`config.mk`:
```
export PLATFORM = sky130hd
export DESIGN_NAME = l1_l2_arbiter_flat
export DESIGN_NICKNAME = d
export VERILOG_FILES = /design/src/rtl/l1_l2_arbiter_pkg.sv /design/src/rtl/l1_l2_arbiter_if.sv /design/src/rtl/l1_l2_arbiter_watchdog.sv /design/src/rtl/l1_l2_arbiter.sv /design/src/flat_wrapper.sv
export SDC_FILE = /design/constraint.sdc
export NUM_CORES = 1
export LEC_CHECK = 0
export CORE_AREA = 2 2 632 634
export CTS_CLUSTER_DIAMETER = 40
export DETAILED_ROUTE_END_ITERATION = 7
export DIE_AREA = 0 0 634 636
export PLACE_DENSITY = 0.3
export SLEW_MARGIN = 20
export SYNTH_ARGS = -nofsm -noshare
export SYNTH_HDL_FRONTEND = slang
export SYNTH_SLANG_ARGS = --single-unit
export TNS_END_PERCENT = 5
```
`constraint.sdc`:
```
create_clock -name clk -period 2.3 [get_ports clk]
set_input_delay 0.46 -clock clk [delete_from_list [all_inputs] [get_ports clk]]
set_output_delay 0.46 -clock clk [all_outputs]
set_load 0.1 [all_outputs]
```
`src/rtl/l1_l2_arbiter_pkg.sv`:
```
// rtl/l1_l2_arbiter_pkg.sv - shared types and defaults for the L1/L2 port arbiter
package arb_types_pkg;

  localparam int ARB_ADDR_W = 32;
  localparam int ARB_LINE_W = 256;

  typedef enum logic [1:0] {
    IDLE    = 2'd0,
    SERVE_I = 2'd1,
    SERVE_D = 2'd2
  } arb_state_t;

  typedef enum logic {
    GNT_I = 1'b0,
    GNT_D = 1'b1
  } grant_t;

  // A lone requester always wins; 'favour' only breaks a tie.
  function automatic grant_t pick_grant(logic i_pend, logic d_pend, grant_t favour);
    if (i_pend && d_pend) begin
      return favour;
    end
    return d_pend ? GNT_D : GNT_I;
  endfunction

endpackage

```
`src/rtl/l1_l2_arbiter_if.sv`:
```
// rtl/l1_l2_arbiter_if.sv - cache memory port: master issues read/write, slave returns rdata/resp
interface l1_l2_arbiter_if
  import arb_types_pkg::*;
#(
  parameter int ADDR_W = ARB_ADDR_W,
  parameter int LINE_W = ARB_LINE_W
);

  logic              read;
  logic              write;
  logic [ADDR_W-1:0] address;
  logic [LINE_W-1:0] wdata;
  logic [LINE_W-1:0] rdata;
  logic              resp;

  modport master (
    output read, write, address, wdata,
    input  rdata, resp
  );

  modport slave (
    input  read, write, address, wdata,
    output rdata, resp
  );

endinterface

```
`src/rtl/l1_l2_arbiter_watchdog.sv`:
```
// rtl/l1_l2_arbiter_watchdog.sv - saturating busy-cycle counter with sticky timeout flag
module arb_watchdog #(
  parameter int TIMEOUT_CYCLES = 1024
) (
  input  logic clk,
  input  logic rst_n,
  input  logic busy,
  output logic timeout_err
);

  localparam int               CNT_W = $clog2(TIMEOUT_CYCLES + 1);
  localparam logic [CNT_W-1:0] LIMIT = CNT_W'(TIMEOUT_CYCLES);

  logic [CNT_W-1:0] count_q;
  logic [CNT_W-1:0] count_d;
  logic             err_q;

  always_comb begin
    count_d = '0;
    if (busy) begin
      count_d = (count_q == LIMIT) ? count_q : count_q + 1'b1;
    end
  end

  always_ff @(posedge clk or negedge rst_n) begin
    if (!rst_n) begin
      count_q <= '0;
      err_q   <= 1'b0;
    end else begin
      count_q <= count_d;
      if (count_d == LIMIT) begin
        err_q <= 1'b1;
      end
    end
  end

  assign timeout_err = err_q;

endmodule

```
`src/rtl/l1_l2_arbiter.sv`:
```
// rtl/l1_l2_arbiter.sv - shares one L2 port between icache and dcache; dcache priority by default,
// alternating tie-break when ARB_ROUND_ROBIN_EN is defined.
module l1_l2_arbiter
  import arb_types_pkg::*;
#(
  parameter int ADDR_W         = ARB_ADDR_W,
  parameter int LINE_W         = ARB_LINE_W,
  parameter int TIMEOUT_CYCLES = 1024
) (
  input  logic             clk,
  input  logic             rst_n,
  l1_l2_arbiter_if.slave   i_mem,
  l1_l2_arbiter_if.slave   d_mem,
  l1_l2_arbiter_if.master  l2,
  output logic             timeout_err
);

  arb_state_t        state_q;
  logic              l2_read_q;
  logic              l2_write_q;
  logic [ADDR_W-1:0] l2_address_q;
  logic [LINE_W-1:0] l2_wdata_q;

  logic   i_pend;
  logic   d_pend;
  grant_t favour;
  grant_t winner;

  assign i_pend = i_mem.read | i_mem.write;
  assign d_pend = d_mem.read | d_mem.write;
  assign winner = pick_grant(i_pend, d_pend, favour);

`ifdef ARB_ROUND_ROBIN_EN
  // Holds the requester owed the next tie; starting at I means I wins the first tie after reset.
  grant_t favour_q;

  always_ff @(posedge clk or negedge rst_n) begin
    if (!rst_n) begin
      favour_q <= GNT_I;
    end else if (state_q == IDLE && (i_pend || d_pend)) begin
      favour_q <= (winner == GNT_I) ? GNT_D : GNT_I;
    end
  end

  assign favour = favour_q;
`else
  assign favour = GNT_D;
`endif

  // Requester inputs are only looked at in IDLE, so a transaction in flight cannot be disturbed.
  always_ff @(posedge clk or negedge rst_n) begin
    if (!rst_n) begin
      state_q      <= IDLE;
      l2_read_q    <= 1'b0;
      l2_write_q   <= 1'b0;
      l2_address_q <= '0;
      l2_wdata_q   <= '0;
    end else begin
      case (state_q)
        IDLE: begin
          if (i_pend || d_pend) begin
            if (winner == GNT_D) begin
              state_q      <= SERVE_D;
              l2_write_q   <= d_mem.write;
              l2_read_q    <= d_mem.read & ~d_mem.write;
              l2_address_q <= d_mem.address;
              l2_wdata_q   <= d_mem.wdata;
            end else begin
              state_q      <= SERVE_I;
              l2_write_q   <= i_mem.write;
              l2_read_q    <= i_mem.read & ~i_mem.write;
              l2_address_q <= i_mem.address;
              l2_wdata_q   <= i_mem.wdata;
            end
          end
        end
        SERVE_I, SERVE_D: begin
          if (l2.resp) begin
            state_q    <= IDLE;
            l2_read_q  <= 1'b0;
            l2_write_q <= 1'b0;
          end
        end
        default: begin
          state_q    <= IDLE;
          l2_read_q  <= 1'b0;
          l2_write_q <= 1'b0;
        end
      endcase
    end
  end

  assign l2.read    = l2_read_q;
  assign l2.write   = l2_write_q;
  assign l2.address = l2_address_q;
  assign l2.wdata   = l2_wdata_q;

  assign i_mem.resp  = (state_q == SERVE_I) & l2.resp;
  assign d_mem.resp  = (state_q == SERVE_D) & l2.resp;
  assign i_mem.rdata = l2.rdata;
  assign d_mem.rdata = l2.rdata;

  arb_watchdog #(
    .TIMEOUT_CYCLES(TIMEOUT_CYCLES)
  ) u_watchdog (
    .clk         (clk),
    .rst_n       (rst_n),
    .busy        (state_q != IDLE),
    .timeout_err (timeout_err)
  );

endmodule

```
`src/flat_wrapper.sv`:
```
// flat-port wrapper written by rule: the top's interface ports become plain ports
module l1_l2_arbiter_flat import arb_types_pkg::*;
#(
  parameter int ADDR_W         = ARB_ADDR_W,
  parameter int LINE_W         = ARB_LINE_W,
  parameter int TIMEOUT_CYCLES = 1024
)
  (clk, rst_n, timeout_err, i_mem_read, i_mem_write, i_mem_address, i_mem_wdata, i_mem_rdata, i_mem_resp, d_mem_read, d_mem_write, d_mem_address, d_mem_wdata, d_mem_rdata, d_mem_resp, l2_read, l2_write, l2_address, l2_wdata, l2_rdata, l2_resp);
  l1_l2_arbiter_if #(.ADDR_W(ADDR_W), .LINE_W(LINE_W)) i_mem_i ();
  l1_l2_arbiter_if #(.ADDR_W(ADDR_W), .LINE_W(LINE_W)) d_mem_i ();
  l1_l2_arbiter_if #(.ADDR_W(ADDR_W), .LINE_W(LINE_W)) l2_i ();
  input  logic clk;
  input  logic rst_n;
  output logic timeout_err;
  input wire logic [$bits(i_mem_i.read)-1:0] i_mem_read;
  input wire logic [$bits(i_mem_i.write)-1:0] i_mem_write;
  input wire logic [$bits(i_mem_i.address)-1:0] i_mem_address;
  input wire logic [$bits(i_mem_i.wdata)-1:0] i_mem_wdata;
  output wire logic [$bits(i_mem_i.rdata)-1:0] i_mem_rdata;
  output wire logic [$bits(i_mem_i.resp)-1:0] i_mem_resp;
  input wire logic [$bits(d_mem_i.read)-1:0] d_mem_read;
  input wire logic [$bits(d_mem_i.write)-1:0] d_mem_write;
  input wire logic [$bits(d_mem_i.address)-1:0] d_mem_address;
  input wire logic [$bits(d_mem_i.wdata)-1:0] d_mem_wdata;
  output wire logic [$bits(d_mem_i.rdata)-1:0] d_mem_rdata;
  output wire logic [$bits(d_mem_i.resp)-1:0] d_mem_resp;
  output wire logic [$bits(l2_i.read)-1:0] l2_read;
  output wire logic [$bits(l2_i.write)-1:0] l2_write;
  output wire logic [$bits(l2_i.address)-1:0] l2_address;
  output wire logic [$bits(l2_i.wdata)-1:0] l2_wdata;
  input wire logic [$bits(l2_i.rdata)-1:0] l2_rdata;
  input wire logic [$bits(l2_i.resp)-1:0] l2_resp;
  assign i_mem_i.read = i_mem_read;
  assign i_mem_i.write = i_mem_write;
  assign i_mem_i.address = i_mem_address;
  assign i_mem_i.wdata = i_mem_wdata;
  assign i_mem_rdata = i_mem_i.rdata;
  assign i_mem_resp = i_mem_i.resp;
  assign d_mem_i.read = d_mem_read;
  assign d_mem_i.write = d_mem_write;
  assign d_mem_i.address = d_mem_address;
  assign d_mem_i.wdata = d_mem_wdata;
  assign d_mem_rdata = d_mem_i.rdata;
  assign d_mem_resp = d_mem_i.resp;
  assign l2_read = l2_i.read;
  assign l2_write = l2_i.write;
  assign l2_address = l2_i.address;
  assign l2_wdata = l2_i.wdata;
  assign l2_i.rdata = l2_rdata;
  assign l2_i.resp = l2_resp;
  l1_l2_arbiter #(.ADDR_W(ADDR_W), .LINE_W(LINE_W), .TIMEOUT_CYCLES(TIMEOUT_CYCLES)) u_core (.clk(clk), .rst_n(rst_n), .i_mem(i_mem_i), .d_mem(d_mem_i), .l2(l2_i), .timeout_err(timeout_err));
endmodule
```
* After elaboration in Yosys (flattened, before gate mapping) *
Index checks and enable logic that the tools add are counted.

word-level totals
  memories kept = 0
  bits of input ports = 839
  register bits after elaboration = 304
  output and inout bits = 805
  latch bits = 0
  bits in writable memories = 0
  logic and storage cells = 48
  bits in read-only memories = 0

operators by class
  shifts and indexed selects = 0
  add/subtract/negate cells = 1
  div/mod/pow operators = 0
  magnitude comparators = 0
  reductions and logical operators = 7
  bitwise gates (word level) = 8
  multipliers = 0
  equal/unequal tests = 6
  muxes and demuxes = 19

operator list
  operator               count
  $mux 256               1
  $mux 32                1
  $eq 11x11->1 const B   2
  $mux 11                2
  $add 11x1->11 const B  1
  $mux 1                 9
  $mux 2                 3
  $and 1x1->1            4
  $pmux 1 s2             2
  $pmux 2 s2             1
  $reduce_and 2->1       2
  $eq 2x1->1 const B     1
  $eq 2x2->1 const B     1
  $logic_not 2->1        1
  $ne 2x1->1 const B     1
  $ne 2x2->1 const B     1
  $not 1->1              2
  $or 1x1->1             2
  $reduce_bool 2->1      1
  $reduce_or 2->1        1
  $logic_and 1x1->1      1
  $logic_or 1x1->1       1

* Logic depth before layout (Yosys ltp) *
  depth in word-level cells = 7
  depth in mapped cells = 8
  depth with buffers taken out = 7

* Modules after synthesis *
A second synthesis with hierarchy kept.

unflattened totals
  cells, all modules = 1,864
  area, all modules = 18,003.5 um^2

modules (own cells, without submodules)
  module         cells each  seq. area each (um^2)  area each (um^2)  times used
  l1_l2_arbiter  1,791       7,307.0                17,256.6          1
  arb_watchdog   73          300.3                  747.0             1

* Least setup slack after synthesis *
OpenSTA, ideal clock, no wires.

  path kind = register to register
  from = register u_core.u_watchdog.count_q[0]
  to = register u_core.u_watchdog.err_q, in the netlist u_core.u_watchdog.timeout_err
  arrival time = 1.735 ns
  data required time = 2.169 ns
  buffers on the path = 1
  library setup time = 0.131 ns
  path slack = 0.434 ns
  clock period less this slack = 1.866 ns
  stages on the path, launching flop included = 9
  cell sequence = dfrtp_1 > inv_1 > ha_1 > and4bb_1 > and3_1 > buf_6 > or2_4 > a311oi_2 > o41ai_2

on the way
  longest elaborated chain between the ends = 4
  elaborated cells on any way between the ends = 5
  those cells by class = add/sub: 1; eq/ne: 2; mux: 2

ends and longest elaborated chain
  what                                           line                          source
  start: declaration                             l1_l2_arbiter_watchdog.sv:14  logic [CNT_W-1:0] count_q;
  start signal: assignment                       l1_l2_arbiter_watchdog.sv:30  count_q <= count_d;
  $add 11x1->11 or $eq 11x11->1 (tied branches)  l1_l2_arbiter_watchdog.sv:21  count_d = (count_q == LIMIT) ? count_q : count_q + 1'b1;
  $mux 11 (*)                                    l1_l2_arbiter_watchdog.sv:21
  $mux 11 (*)                                    l1_l2_arbiter_watchdog.sv:20  if (busy) begin
  $eq 11x11->1 (*)                               l1_l2_arbiter_watchdog.sv:31  if (count_d == LIMIT) begin
  end signal: assignment                         l1_l2_arbiter_watchdog.sv:28  err_q <= 1'b0;
  end signal: assignment                         l1_l2_arbiter_watchdog.sv:32  err_q <= 1'b1;
  end: declaration                               l1_l2_arbiter_watchdog.sv:16  logic err_q;

Mark *: on every way between the ends. The rest lies on a longest branch, timed or not.
A chain may end at the register's enable or synchronous reset.

* Worst setup path in the final report *
  from = register u_core.l2_wdata_q[183], in the netlist u_core.l2.wdata[183]
  to = output port l2_wdata[183]

RTL lines
  what                      line                 source
  start: declaration        l1_l2_arbiter.sv:22  logic [LINE_W-1:0] l2_wdata_q;
  start signal: assignment  l1_l2_arbiter.sv:67  l2_wdata_q <= d_mem.wdata;
  start signal: assignment  l1_l2_arbiter.sv:73  l2_wdata_q <= i_mem.wdata;
  end: declaration          flat_wrapper.sv:30   output wire logic [$bits(l2_i.wdata)-1:0] l2_wdata;

No word-level cell between the ends.

==> impl_metrics.yaml <==
die:
  core_area_um2: 397000
  floorplan.die.height_um: 636
  floorplan.die.width_um: 634
  rows: 232
  die-area_um2: 403000
  top_level_ports: 1644
  start_util: 0.0452
detailed_routing:
  initialDrtViolationCount: 788
  drt_pass1_iterations: 6
  final_antenna_net_count: 0
  wl_per_cell_um: 26.6
  vias: 15800
  via_per_inst: 2.05
  routed_wl_um: 204000
  route.detailed.drc: 0
power_and_ir_drop:
  post-layout-total-power_uw: 59800
  power_density_nw_per_um2: 1810
  leakage_uw: 0.0121
  irDropWorstVdd_mv: 0.736
clock_network:
  cts_root_buf: "sky130_fd_sc_hd__clkbuf_16"
  post_cts.repair.setup_buffers: 0
  clkLatencyLatePin_ns: 0.82
  tritoncts_num_sinks: 304
  cts_tree: "yes"
  cts-root-to-sink-buffers: 4
  numCtsBuffers: 91
  ctsHtreeMaxLevel: 3
  clkSlewWorstSetupHoldPaths_ns: 0.05
synthesis:
  post_synth_instance_area_um2: 17900
  synth-seq-area-share: 0.424
  synthDominantCellAreaShare: 0.424
  syn_area_per_cell_um2: 9.58
  synth.top_cells.by_count: "512 x sky130_fd_sc_hd__buf_4, 304 x sky130_fd_sc_hd__dfrtp_1, 295 x sky130_fd_sc_hd__nand2_1"
  async_reset_ff_frac: 1.00
  count_of_unique_library_cells_instantiated_by_yosys: 40
  yosys_warnings: 0
  synth_top_cell_by_area: "sky130_fd_sc_hd__dfrtp_1"
  synth-seq-cells: 304
  syn_nets: 2716
  synth.area.top_cells: "sky130_fd_sc_hd__dfrtp_1 42%, sky130_fd_sc_hd__buf_4 21%, sky130_fd_sc_hd__mux2i_1 16%"
  synth-edff-count: 0
  postSynthCellCount: 1872
  ys_dominant_reg_cell: "sky130_fd_sc_hd__dfrtp_1"
  synthMostInstantiatedCell: "sky130_fd_sc_hd__buf_4"
sta:
  max_slew.worst_pin.slew_ns: 0.742
  period_share: 0.941
  hold_viol_final: 0
  drv_slew: 0
  grt_setup_unrepaired: "false"
  report.final.setup_viol: 0
  final.setup_skew_ns: 0.0729
  period_needed_ns: 2.16
  timing.max_slew.rel_slack: 0.509
  clock.fmax_mhz: 462
final_layout:
  drive_above_1_share: 0.238
  design.final.nets: 3181
  fillCellCount: 46300
  non_filler_instances: 7680
  finish.instance_area_um2: 33000
  area.sequential_um2: 7610
  multi_input_area_um2: 6000
  area_growth_pct: 83.7
worst_setup_path:
  worst_path_largest_cell_delay_ns: 0.57
  cp_data_arrival_time_ns: 1.70
  critical_path.max_fanout: 2
  reg2reg_setup_slack_ns: 0.36
  startpoint_type: "flop"
  critical_path.slowest_cell: "sky130_fd_sc_hd__buf_2"
  worst-setup-path-type: "reg -> out"
  crit_buf_inv: 1
  worst-endpoint-required_ns: 1.84
  cp-end-kind: "primary output"
  dominant_delay_contributor_by_cell_family_on_the_critical_path: "buffers and inverters"
  crit_chain: "buf_2"
global_route:
  grt-ovfl-total: 0
  grt_first_pass_wirelength_um: 242000
  number_of_global_route_vias_before_repair: 16400
  grt_max_degree: 52
  globalRouteTotalUtil: 0.0981
  grt_antenna_before_repair: 94
place:
  postPlaceCellArea_um2: 29700
  place.port_buffers: 875
  dp_cells: 7508
  dp_hpwl_um: 185000
  gp_routability_congestion: 0.745
run_status:
  run_status: "finished clean"
hold_path:
  worst_hold_path_type: "in -> async"
run:
  drv_cap: 0
==> cell families after synthesis <==
family | after synthesis | share of synthesized area
fa+ha+maj | 5 | 0.00349
compound gates | 304 | 0.0871
mux | 289 | 0.161
simple gates | 337 | 0.0763
buf+inv | 622 | 0.242
flops | 304 | 0.424
xor+xnor | 11 | 0.00537
==> layout make-up <==
type                    count  area share
well taps                5265       0.200
diodes                     10    0.000759
clock buffers             120      0.0791
flip-flops and latches    304       0.231
multi-input cells         946       0.182
inverters                   8    0.000911
repair buffers            986       0.289
clock inverters            41      0.0172
==> stage by stage <==
stage	setup WS [ns]	hold slack, ns	TNS, ns	util
4_1_cts	0.00593	0.161	0	0.0829
6_report	0.136	0.275	0	0.0830
3_3_place_gp	-0.224	0.466	-1.62	0.0749
2_1_floorplan	0.434	0.164	0	-
5_1_grt	0.00944	0.222	0	0.0830
3_5_place_dp	-0.247	0.466	-2.58	0.0749
==> state kept, by name (all words and copies together) (netlist names) <==
register                       cells
u_core.l2.write                    1
u_core.l2.address                 32
u_core.state_q                     2
u_core.l2.read                     1
u_core.l2.wdata                  256
u_core.u_watchdog.count_q         11
u_core.u_watchdog.timeout_err      1
==> power breakdown <==
part           total (uW)  internal (uW)  switching [uW]
clock network       13500           9200            4330
logic               36400           7240           29100
registers            9880           7990            1890
==> final timing paths <==
| kind | startpoint | to | depth (start not counted) |
|---|---|---|---|
| hold reg to reg | u_core.u_watchdog.timeout_err | u_core.u_watchdog.timeout_err | 2 |
| max in group asynchronous | rst_n | u_core.l2.address[5] | 3 |
| min in group clk | i_mem_wdata[30] | u_core.l2.wdata[30] | 3 |
| setup reg to reg | u_core.u_watchdog.count_q[1] | u_core.u_watchdog.timeout_err | 7 |
| hold / removal | rst_n | u_core.l2.wdata[79] | 2 |
| setup / recovery | u_core.l2.wdata[183] | l2_wdata[183] | 1 |
==> timing repair <==
action / in CTS / in global routing
hold buffers: 1 / 0
cloned: 0 / 0
resized for setup: 4 / 1
endpoints found under the setup margin: 4 / 1
endpoints found under the hold margin: 20 / 0
==> layer usage <==
layer / wire length (um) / GRT usage / vias up
met5: 384 / 0.00442 / -
met1: 59200 / 0.0821 / 7208
li1: - / - / 6704
met2: 100000 / 0.170 / 1388
met3: 36900 / 0.0808 / 447
met4: 7600 / 0.0339 / 28
==> cell usage in the layout (no fill, tap or decap), types with 6 or more instances in the layout <==
cell                              synthesis  layout
sky130_fd_sc_hd__buf_12                   0      54
sky130_fd_sc_hd__buf_4                  512     346
sky130_fd_sc_hd__bufinv_16                0      12
sky130_fd_sc_hd__clkbuf_1                31       7
sky130_fd_sc_hd__clkbuf_16                0      91
sky130_fd_sc_hd__clkbuf_8                 0      22
sky130_fd_sc_hd__clkdlybuf4s50_1          0     581
sky130_fd_sc_hd__clkinv_2                 0      13
sky130_fd_sc_hd__clkinvlp_4               0       8
sky130_fd_sc_hd__dfrtp_1                304     304
sky130_fd_sc_hd__diode_2                  0      10
sky130_fd_sc_hd__inv_1                    8       7
sky130_fd_sc_hd__mux2i_1                289     289
sky130_fd_sc_hd__nand2_1                295     294
sky130_fd_sc_hd__nor2_1                  15      14
sky130_fd_sc_hd__o21ai_1                288     288
sky130_fd_sc_hd__xor2_1                   6       6
Note: power is estimated with default switching activity, not from simulation.
==> RTL edit (same flow settings) <==
`TIMEOUT_CYCLES` is set to 1024 in 3 places; all go to 2048.
--- a/src/rtl/l1_l2_arbiter_watchdog.sv
+++ b/src/rtl/l1_l2_arbiter_watchdog.sv
@@ -2,3 +2,3 @@
 module arb_watchdog #(
-  parameter int TIMEOUT_CYCLES = 1024
+  parameter int TIMEOUT_CYCLES = 2048
 ) (
--- a/src/rtl/l1_l2_arbiter.sv
+++ b/src/rtl/l1_l2_arbiter.sv
@@ -7,3 +7,3 @@
   parameter int LINE_W         = ARB_LINE_W,
-  parameter int TIMEOUT_CYCLES = 1024
+  parameter int TIMEOUT_CYCLES = 2048
 ) (
--- a/src/flat_wrapper.sv
+++ b/src/flat_wrapper.sv
@@ -5,3 +5,3 @@
   parameter int LINE_W         = ARB_LINE_W,
-  parameter int TIMEOUT_CYCLES = 1024
+  parameter int TIMEOUT_CYCLES = 2048
 )
Check against the original RTL: not settled (the Yosys comparison gave no result); the edit may change what the design does.
==> RTL edit against the unedited design <==
Sequential cell count rose by 1. Area after synthesis fell by 0.40%. Setup slack got worse by 0.033 ns. Register-to-register slack got worse by 0.16 ns. Cell area rose by 2.1%. Routed wire length rose by 8.2%. Power rose by 2.7%.
==> RTL edit: results (changes against the unedited design) <==
- Non-Clock Buffer Area Fraction: 29.10% (+0.17 points)
- Result of the run: finished, final reports clean
- Avg Vias per Cell: 2.125 (+3.5%)
- The multiplexer fraction of the synthesized cell area was 16.25% (+0.12 points).
- Placed standard-cell area: 30020 sq um (+0.92%)
- The first-pass GRT wire length is 258.2 mm (+6.9%).
* Wire length after detailed routing: 221.1 mm (+8.2%)
- The fraction of synthesized cell area in xor and xnor cells was 0.4902% (-0.047 points).
* Maximum vdd drop: 0.6341 mV (-14%)
* Worst setup skew after layout: 0.05625 ns (-0.01666 ns)
- Number of sinks handled by clock tree synthesis: 305 (+0.33%)
- Share of synthesized cell area in full adder, half adder and majority cells: 0.3501% (+0.0014 points)
* Sequential cell area in the final layout: 7634 sq um (+0.35%)
- Post-DP HPWL: 200.9 mm (+8.8%)
* Netlist cell types: 39 (-2.5%)
* Most frequent cells after synthesis: sky130_fd_sc_hd__buf_4, sky130_fd_sc_hd__dfrtp_1, sky130_fd_sc_hd__nand2_1, sky130_fd_sc_hd__o21ai_0, sky130_fd_sc_hd__mux2i_1
- The fraction of the yosys area taken by sequential cells was 42.72% (+0.31 points).
- CP max FO: 3 (+1)
* Clk tree area frac: 10.58% (+0.96 points)
- The clock latency at the later pin of the worst-skew pair is 0.80 ns (-0.02 ns).
* Cell count after placement: 7512 (+0.053%)
- Pin count of the biggest net entering global routing: 61 (+17%)
* Number of clock buffers in the layout: 127 (+5.8%)
- Leak pwr: 12.36 nW (+2.4%)
- The number of ordinary and repair buffers in the finished layout came to 984 (-0.20%).
- Share of post-route cells with drive strength above 1: 24.18% (+0.35 points)
- The global placement routability congestion is 0.8166 (+9.6%).
- The total number of multi-input combinational cells was 951 (+0.53%).
[RTL edit: changes by cell type in the layout (fill, tap and decap cells not counted), moves of 3 or more]
| cell | before | now |
|---|---|---|
| sky130_fd_sc_hd__o21ai_0 | 3 | 291 |
| sky130_fd_sc_hd__buf_12 | 54 | 75 |
| sky130_fd_sc_hd__nand2_1 | 294 | 298 |
| sky130_fd_sc_hd__bufinv_16 | 12 | 18 |
| sky130_fd_sc_hd__clkinvlp_4 | 8 | 3 |
| sky130_fd_sc_hd__nand4_1 | 4 | 1 |
| sky130_fd_sc_hd__buf_4 | 346 | 324 |
| sky130_fd_sc_hd__clkbuf_16 | 91 | 100 |
| sky130_fd_sc_hd__clkinv_2 | 13 | 23 |
| sky130_fd_sc_hd__o21ai_1 | 288 | 0 |
| sky130_fd_sc_hd__diode_2 | 10 | 15 |
| sky130_fd_sc_hd__clkbuf_1 | 7 | 10 |
| sky130_fd_sc_hd__clkbuf_8 | 22 | 17 |
[RTL edit: routing by layer]
layer  share of wire (%)  track usage [%]
met1                  33            10.08
met5                0.61            1.398
met2                  44            16.12
met4                 3.5            3.659
met3                  20            9.558
[RTL edit: power breakdown]
group          total [mW]  internal (mW)  switching (mW)
clock                15.0           10.4            4.57
combinational        36.3           7.33            28.9
sequential           10.1           8.01            2.10
total                61.4           25.8            35.6
[RTL edit: worst max-delay path by stage]
stage | depth (start not counted) | endpoint | slack, ns
final | 4 | d_mem_resp | 0.10
after global routing | 4 | i_mem_resp | -0.004
after CTS | 4 | d_mem_resp | -0.03
after detailed placement | 7 | u_core.l2.wdata[46]$_DFFE_PN0P_ | -0.18
after global placement | 7 | u_core.l2.wdata[77]$_DFFE_PN0P_ | -0.17
after floorplan | 7 | u_core.u_watchdog.timeout_err$_DFFE_PN0N_ | 0.17
